File: config.mk
export PLATFORM = sky130hd
export DESIGN_NAME = music_sequencer_ctrl
export DESIGN_NICKNAME = d
export VERILOG_FILES = /design/src/rtl/music_sequencer_ctrl_pkg.sv /design/src/rtl/beat_timer.sv /design/src/rtl/music_sequencer_ctrl.sv
export SDC_FILE = /design/constraint.sdc
export NUM_CORES = 1
export LEC_CHECK = 0
export CAP_MARGIN = 20
export CORE_ASPECT_RATIO = 2
export CORE_MARGIN = 2
export CORE_UTILIZATION = 35
export DETAILED_ROUTE_END_ITERATION = 10
export PLACE_DENSITY = 0.62
export SYNTH_ARGS = -nofsm -noshare
export SYNTH_HDL_FRONTEND = slang
export SYNTH_SLANG_ARGS = --single-unit
File: constraint.sdc
create_clock -name clk -period 1.8 [get_ports clk]
set_input_delay 0.18 -clock clk [delete_from_list [all_inputs] [get_ports clk]]
set_output_delay 0.18 -clock clk [all_outputs]
set_load 0.02 [all_outputs]
File: src/rtl/music_sequencer_ctrl_pkg.sv
// Shared encodings and sizes for the note-memory record/playback controller.
package music_pkg;

  typedef enum logic [1:0] {
    IDLE   = 2'd0,
    RECORD = 2'd1,
    PLAY   = 2'd2
  } state_e;

  localparam int NOTE_ADDR_W = 4;
  localparam int NOTE_DEPTH  = 16;
  localparam int COUNT_W     = NOTE_ADDR_W + 1;

  // The datapath writes its first note at address 1, so playback address
  // leads the playback index by one and wraps 15 -> 0.
  function automatic logic [NOTE_ADDR_W-1:0] play_addr(input logic [NOTE_ADDR_W-1:0] idx);
    return idx + 1'b1;
  endfunction

endpackage

File: src/rtl/beat_timer.sv
// Free-running period counter; tick is high during the terminal count while enabled.
module beat_timer #(
  parameter int PERIOD = 4
) (
  input  logic clk,
  input  logic reset,
  input  logic clear,
  input  logic enable,
  output logic tick
);

  localparam int W = (PERIOD > 1) ? $clog2(PERIOD) : 1;
  localparam logic [W-1:0] LAST = W'(PERIOD - 1);

  logic [W-1:0] cnt_q, cnt_d;

  always_comb begin
    cnt_d = cnt_q;
    if (clear)       cnt_d = '0;
    else if (enable) cnt_d = (cnt_q == LAST) ? '0 : cnt_q + 1'b1;
  end

  always_ff @(posedge clk) begin
    if (reset) cnt_q <= '0;
    else       cnt_q <= cnt_d;
  end

  assign tick = enable && (cnt_q == LAST);

endmodule

File: src/rtl/music_sequencer_ctrl.sv
// Record/playback sequencer: spaces key presses into ld_note strobes and
// steps the playback address at a fixed tempo while holding ld_play.
module music_sequencer_ctrl
  import music_pkg::*;
#(
  parameter int BEAT_CYCLES = 12500000,
  parameter int DEPTH       = NOTE_DEPTH,
  parameter int GAP_CYCLES  = 2
) (
  input  logic                   clk,
  input  logic                   reset,
  input  logic                   rec_req,
  input  logic                   play_req,
  input  logic                   stop_req,
  input  logic                   loop_en,
  input  logic                   key_valid,
  output logic                   ld_note,
  output logic                   ld_play,
  output logic [NOTE_ADDR_W-1:0] note_counter,
  output logic [COUNT_W-1:0]     note_count,
  output logic                   busy_rec,
  output logic                   busy_play,
  output logic                   beat
);

  state_e                 state_q, state_d;
  logic [COUNT_W-1:0]     count_q, count_d;
  logic [NOTE_ADDR_W-1:0] idx_q, idx_d;
  logic [NOTE_ADDR_W-1:0] addr_q, addr_d;
  logic                   ld_note_q, ld_note_d;
  logic                   beat_q, beat_d;
  logic                   ld_play_q, busy_rec_q, busy_play_q;
  logic                   gap_act_q, gap_act_d;

  logic gap_set, gap_tick, gap_open;
  logic play_entry, beat_tick, beat_clr, last_note;

  // Gap window: opens on the timer's terminal cycle so strobes can be
  // exactly GAP_CYCLES apart while never being adjacent.
  beat_timer #(.PERIOD(GAP_CYCLES)) u_gap (
    .clk    (clk),
    .reset  (reset),
    .clear  (gap_set),
    .enable (gap_act_q),
    .tick   (gap_tick)
  );

  beat_timer #(.PERIOD(BEAT_CYCLES)) u_beat (
    .clk    (clk),
    .reset  (reset),
    .clear  (beat_clr),
    .enable (state_q == PLAY),
    .tick   (beat_tick)
  );

  assign gap_open  = !gap_act_q || gap_tick;
  assign last_note = ({1'b0, idx_q} + 5'd1) == count_q;
  assign beat_clr  = (state_d != PLAY) || play_entry;

  always_comb begin
    state_d    = state_q;
    count_d    = count_q;
    idx_d      = idx_q;
    addr_d     = addr_q;
    ld_note_d  = 1'b0;
    beat_d     = 1'b0;
    gap_set    = 1'b0;
    play_entry = 1'b0;

    case (state_q)
      IDLE: begin
        if (stop_req) begin
          state_d = IDLE;
        end else if (rec_req) begin
          state_d = RECORD;
          count_d = '0;
        end else if (play_req && count_q != '0) begin
          play_entry = 1'b1;
        end
      end
      RECORD: begin
        if (stop_req) begin
          state_d = IDLE;
        end else if (rec_req) begin
          count_d = '0;
        end else if (play_req && count_q != '0) begin
          play_entry = 1'b1;
        end else if (key_valid && gap_open && count_q < COUNT_W'(DEPTH)) begin
          ld_note_d = 1'b1;
          count_d   = count_q + 1'b1;
          gap_set   = 1'b1;
        end
      end
      PLAY: begin
        if (stop_req) begin
          state_d = IDLE;
        end else if (rec_req) begin
          state_d = RECORD;
          count_d = '0;
        end else if (beat_tick) begin
          beat_d = 1'b1;
          if (!last_note) begin
            idx_d  = idx_q + 1'b1;
            addr_d = play_addr(idx_d);
          end else if (loop_en) begin
            idx_d  = '0;
            addr_d = play_addr('0);
          end else begin
            state_d = IDLE;
          end
        end
      end
      default: state_d = IDLE;
    endcase

    if (play_entry) begin
      state_d = PLAY;
      idx_d   = '0;
      addr_d  = play_addr('0);
    end
  end

  always_comb begin
    gap_act_d = gap_act_q;
    if (gap_set)       gap_act_d = 1'b1;
    else if (gap_tick) gap_act_d = 1'b0;
  end

  always_ff @(posedge clk) begin
    if (reset) begin
      state_q     <= IDLE;
      count_q     <= '0;
      idx_q       <= '0;
      addr_q      <= '0;
      ld_note_q   <= 1'b0;
      beat_q      <= 1'b0;
      ld_play_q   <= 1'b0;
      busy_rec_q  <= 1'b0;
      busy_play_q <= 1'b0;
      gap_act_q   <= 1'b0;
    end else begin
      state_q     <= state_d;
      count_q     <= count_d;
      idx_q       <= idx_d;
      addr_q      <= addr_d;
      ld_note_q   <= ld_note_d;
      beat_q      <= beat_d;
      ld_play_q   <= (state_d == PLAY);
      busy_rec_q  <= (state_d == RECORD);
      busy_play_q <= (state_d == PLAY);
      gap_act_q   <= gap_act_d;
    end
  end

  assign ld_note      = ld_note_q;
  assign ld_play      = ld_play_q;
  assign note_counter = addr_q;
  assign note_count   = count_q;
  assign busy_rec     = busy_rec_q;
  assign busy_play    = busy_play_q;
  assign beat         = beat_q;

endmodule

## After elaboration in Yosys (flattened, before gate mapping)

Index checks and enable logic that the tools add are counted.

| operators by class | value |
|---|---|
| bitwise operators | 3 |
| add/sub/neg operators | 6 |
| reductions and logical operators | 23 |
| muxes and demuxes | 40 |
| eq/ne operators | 16 |
| $lt $le $gt $ge | 1 |

Operators by type and width:

| cell | count |
|---|---|
| 2-to-1 mux 5 bit | 6 |
| adder 24 x 1 -> 24 bit (second input constant) | 1 |
| equality test 24 bit (second input constant) | 1 |
| 2-to-1 mux 24 bit | 1 |
| 2-to-1 mux 1 bit | 18 |
| 2-to-1 mux 2 bit | 9 |
| 2-to-1 mux 4 bit | 4 |
| one-hot mux 5 bit (2 select lines) | 1 |
| AND reduction 5 bit | 2 |
| OR reduction 2 bit | 5 |
| != test 3 bit (second input constant) | 3 |
| adder 4 x 1 -> 4 bit (second input constant) | 2 |
| != test 2 bit (second input constant) | 4 |
| nonzero test 2 bit | 4 |
| != test 2 x 1 -> 1 bit (second input constant) | 3 |
| one-hot mux 2 bit (3 select lines) | 1 |
| AND reduction 6 bit | 1 |
| adder 4 x 1 -> 5 bit (second input constant) | 1 |
| adder 5 x 1 -> 5 bit (second input constant) | 1 |
| equality test 5 bit | 1 |
| logical AND 1 bit | 5 |
| less-than comparator 5 bit (second input constant) | 1 |
| nonzero test 5 bit | 1 |
| equality test 2 x 1 -> 1 bit (second input constant) | 2 |
| other kinds (7) | 11 |

| storage, ports and cells | value |
|---|---|
| bits in registers | 45 |
| input bits | 7 |
| logic and storage cells | 101 |

## Longest topological paths before layout

| depth | value |
|---|---|
| word-level depth | 11 |
| gate-level depth with buffers | 7 |

## Modules after synthesis

Synthesis repeated with hierarchy kept, for this count alone.

| unflattened totals | value |
|---|---|
| cells, all modules | 258 |
| area, all modules | 2331.0 um^2 |

By module, submodules not included:

| module | area an instance (um^2) | instances | cells each |
|---|---|---|---|
| beat_timer at u_beat | 1152.4 | 1 | 135 |
| music_sequencer_ctrl | 1132.3 | 1 | 119 |
| beat_timer at u_gap | 46.3 | 1 | 4 |

## Worst setup path after synthesis

Ideal clock, no wire load.

| path | value |
|---|---|
| path kind | register -> register |
| start point | register count_q[0] (netlist: note_count[0]) |
| end point | register count_q[1] (netlist: note_count[1]) |
| data arrival time | 1.939 ns |
| setup slack | -0.255 ns |
| required time | 1.684 ns |
| stages on the path, launching flop included | 8 |
| clock period less this slack | 2.055 ns |
| path through | dfxtp_1 > inv_1 > ha_1 > or4b_4 > a2111oi_4 > o21a_4 > mux2i_1 > nor2_1 |

| between the ends | value |
|---|---|
| longest elaborated chain between the ends | 6 |

RTL lines:

| element | line | text |
|---|---|---|
| from (decl) | music_sequencer_ctrl.sv:27 | `logic [COUNT_W-1:0] count_q, count_d;` |
| from (signal assigned) | music_sequencer_ctrl.sv:143 | `count_q <= count_d;` |
| adder 5 x 1 -> 5 bit | music_sequencer_ctrl.sv:90 | `count_d = count_q + 1'b1;` |
| 2-to-1 mux 5 bit | music_sequencer_ctrl.sv:88 | `end else if (key_valid && gap_open && count_q < COUNT_W'(DEPTH)) begin` |
| 2-to-1 mux 5 bit | music_sequencer_ctrl.sv:86 | `end else if (play_req && count_q != '0) begin` |
| 2-to-1 mux 5 bit | music_sequencer_ctrl.sv:84 | `end else if (rec_req) begin` |
| 2-to-1 mux 5 bit | music_sequencer_ctrl.sv:82 | `if (stop_req) begin` |
| one-hot mux 5 bit (2 select lines) | music_sequencer_ctrl.sv:70 | `case (state_q)` |

Several ways; a longest one is shown, not always the timed one. The select of a mux whose other input is x is not followed.
A chain may end at the register's enable or synchronous reset.

## Worst setup path after layout

| path | value |
|---|---|
| start point | register count_q[1] (netlist: note_count[1]) |
| end point | register count_q[1] (netlist: note_count[1]) |

The elaborated chain is that of the path after synthesis.

==> results_dict.tcl <==
set metrics [dict create \
    ios 21 \
    antenna_found_initial 0 \
    dp_hpwl_microns 4250 \
    start_util 0.357 \
    drv_slew 0 \
    avgViaCountPerCell 4.93 \
    grt_pass1_vias 2121 \
    fin_area_sq_um 3270 \
    setup_viol 7 \
    die_x_microns 60.5 \
    synth_cell_types 44 \
    cts_tree "done" \
    rsz0062_at_grt "true" \
    hold_path_class "flip-flop to flip-flop" \
    violations "negative setup slack" \
    syn_inst 249 \
    p_leak_nw 1.22 \
    fmax_mhz 519 \
    cp-start-kind "flip-flop" \
    syn_area_sq_um 2230 \
    final_hold_viol_count 0 \
    design.die.area_sq_um 7080 \
    area_growth_pct 46.2 \
    clk_pin_slew_worst_paths_ps 60 \
    worstSetupEndpointType "flip-flop" \
    clock_latency_ps 290 \
    drt-total-wl_microns 5420 \
    antenna_cells 0 \
    drc_errors 0 \
    final_util 0.522 \
    status "finished with violations" \
    crit_required_ps 1980 \
    synth_edf_count 0 \
    num_rows 41 \
    cp.arrival_ps 2110 \
    first_iter_violations 50 \
    htreeDepth 2 \
    routabilityCongestion 0.801 \
    whs_ps 474 \
    cts_buffers 5 \
    synthArstFlopShare 0 \
    dieHeight_microns 117 \
    min_period_ps 1930 \
    yosysWarnings 0 \
    fin_crit_sh 1.07 \
    syn_nets 261 \
    slowest_stage "or4b_4" \
    crit_fanout 4 \
    final_layout_size_suffix_gt1_frac 0.332 \
    slowest_delay_ps 480 \
    core_sq_um 6260 \
    grt_pass1_wl_microns 9340 \
    grt_use_total 0.177 \
    critPathKind "flip-flop to flip-flop" \
    maxCapViolations 0 \
    drt-wirelength-per-cell_microns 13.3 \
    portBuffers 20 \
    peakVddDrop_mv 0.733 \
    finalPower_w 0.00203 \
    ys_ff_latch 45 \
    dp_slack_ps -113 \
    post_dp_cell_area_sq_um 2950 \
    overflow 0 \
    routed-via-count 2011 \
    relSlewSlack 0.735 \
    grt_max_degree 16 \
    p_per_area_nw_per_um2 620 \
    setup_ws_ps -128 \
    ant_nets 0 \
    clock-sinks 45 \
    drt_first_pass_iters 4 \
    ctsLongestPathBuffers 2 \
    worstMarginPinSlew_ps 397 \
    num-nets-final 333 \
    skew_ps 5.92 \
    root_buffer "clkbuf_16" \
    ys.flop_type "dfxtp_1" \
    path_cells "inv_1, ha_1, or4b_4, a2111oi_4, o21a_4, mux2i_1, nor2_1" \
    synth-seq-area-share 0.403 \
    syn-mean-instance-area_sq_um 8.97 \
    hold_buffers 0 \
]
state kept, by name, indices dropped and copies added, names as in the netlist:
register,cells
state_q,2
note_counter,4
u_beat.cnt_q,24
note_count,5
busy_play,1
busy_rec,1
beat,1
u_gap.cnt_q,1
idx_q,4
ld_note,1
gap_act_q,1
synthesized netlist by cell type (3+ instances only):
library cell | count | area, sq um
nand3_1 | 19 | 95.1
dfxtp_1 | 45 | 901
nand2b_1 | 6 | 37.5
nand2_1 | 16 | 60.1
nor2b_1 | 4 | 25.0
o21ai_0 | 8 | 40.0
xor2_1 | 19 | 166
nand4_1 | 6 | 37.5
xnor2_1 | 14 | 123
inv_1 | 5 | 18.8
nor2_1 | 31 | 116
nor3_1 | 7 | 35.0
and4b_1 | 3 | 30.0
a21oi_1 | 14 | 70.1
and3_1 | 6 | 37.5
buf_2 | 3 | 15.0
ha_1 | 5 | 62.6
clkbuf_1 | 4 | 15.0
report_power, final:
group	switching, W	internal [W]	total [W]
Combinational	0.0000613	0.0000623	0.000124
Clock	0.000389	0.000515	0.000903
Sequential	0.00000419	0.000996	0.00100
Total	0.000454	0.00157	0.00203
layout by cell type (no fill, tap or decap), drive strengths merged, types with 2 or more instances in the layout:
cell type,count
dfxtp,45
nor4,2
a21oi,14
xor2,19
and4,2
nor3,8
nand4b,2
clkbuf,6
nor2,31
nand3,19
nand2,16
buf,53
nand4,6
or3b,2
clkdlybuf4s50,20
a31oi,2
and3,7
or3,2
o21a,2
a21o,2
xnor2,14
o211ai,2
nor2b,4
and4b,3
inv,5
o21ai,9
nand2b,6
clkinvlp,2
ha,5
critical path: cells and delay by family, from the launching register on:
family                     cells  cell delay (ps)
adders and majority gates      1              120
and+or+nand+nor                2              530
muxes                          1              180
DFF                            1              340
buffers and inverters          1               50
AOI/OAI and AO/OA              2              600
cell type report:
class | instances | area (sq um)
fillers | 636 | 2990
multi-input cells | 191 | 1460
flip-flops and latches | 45 | 922
repair buffers | 73 | 618
clock buffers | 6 | 129
well taps | 86 | 108
inverters | 5 | 18.8
clock inverters | 2 | 15.0
layer usage:
metal	global-route usage	part of all wire	vias to the layer above	wire length [microns]
li1	-	-	1011	-
met1	0.168	0.34	963	1860
met2	0.346	0.61	24	3300
met3	0.0297	0.016	13	89
met4	0.0870	0.032	0	176
met5	0	0	-	0
kinds of logic after synthesis:
| logic type | after synthesis | share of synthesized area |
|---|---|---|
| AOI/OAI and AO/OA | 35 | 0.106 |
| xor gates and xnor gates | 34 | 0.142 |
| adders and majority gates | 5 | 0.0280 |
| buffers and inverters | 13 | 0.0252 |
| DFF | 45 | 0.403 |
| muxes | 1 | 0.00448 |
| and+or+nand+nor | 116 | 0.292 |
path summary, 6_finish.rpt:
kind / startpoint / end / slack, ps / cells past startpoint
worst max-delay path: note_count[1] / note_count[1] / -130 / 7
worst min-delay path: note_counter[2] / note_counter[2] / 470 / 2
worst max register to register: note_count[1] / note_count[1] / -130 / 7
worst min register to register: note_counter[2] / note_counter[2] / 470 / 2
what timing repair did:
action,CTS,global route
endpoints found under the setup margin,22,33
pin swaps,6,23
buffers inserted,1,2
resized for setup,12,26
metrics by stage:
stage	cells	TNS (ps)
after floorplan	249	-394
after global placement	397	-274
after detailed placement	397	-570
after CTS	406	-460
after global routing	408	-1320
final	408	-436
(Power assumes the default switching activity.)
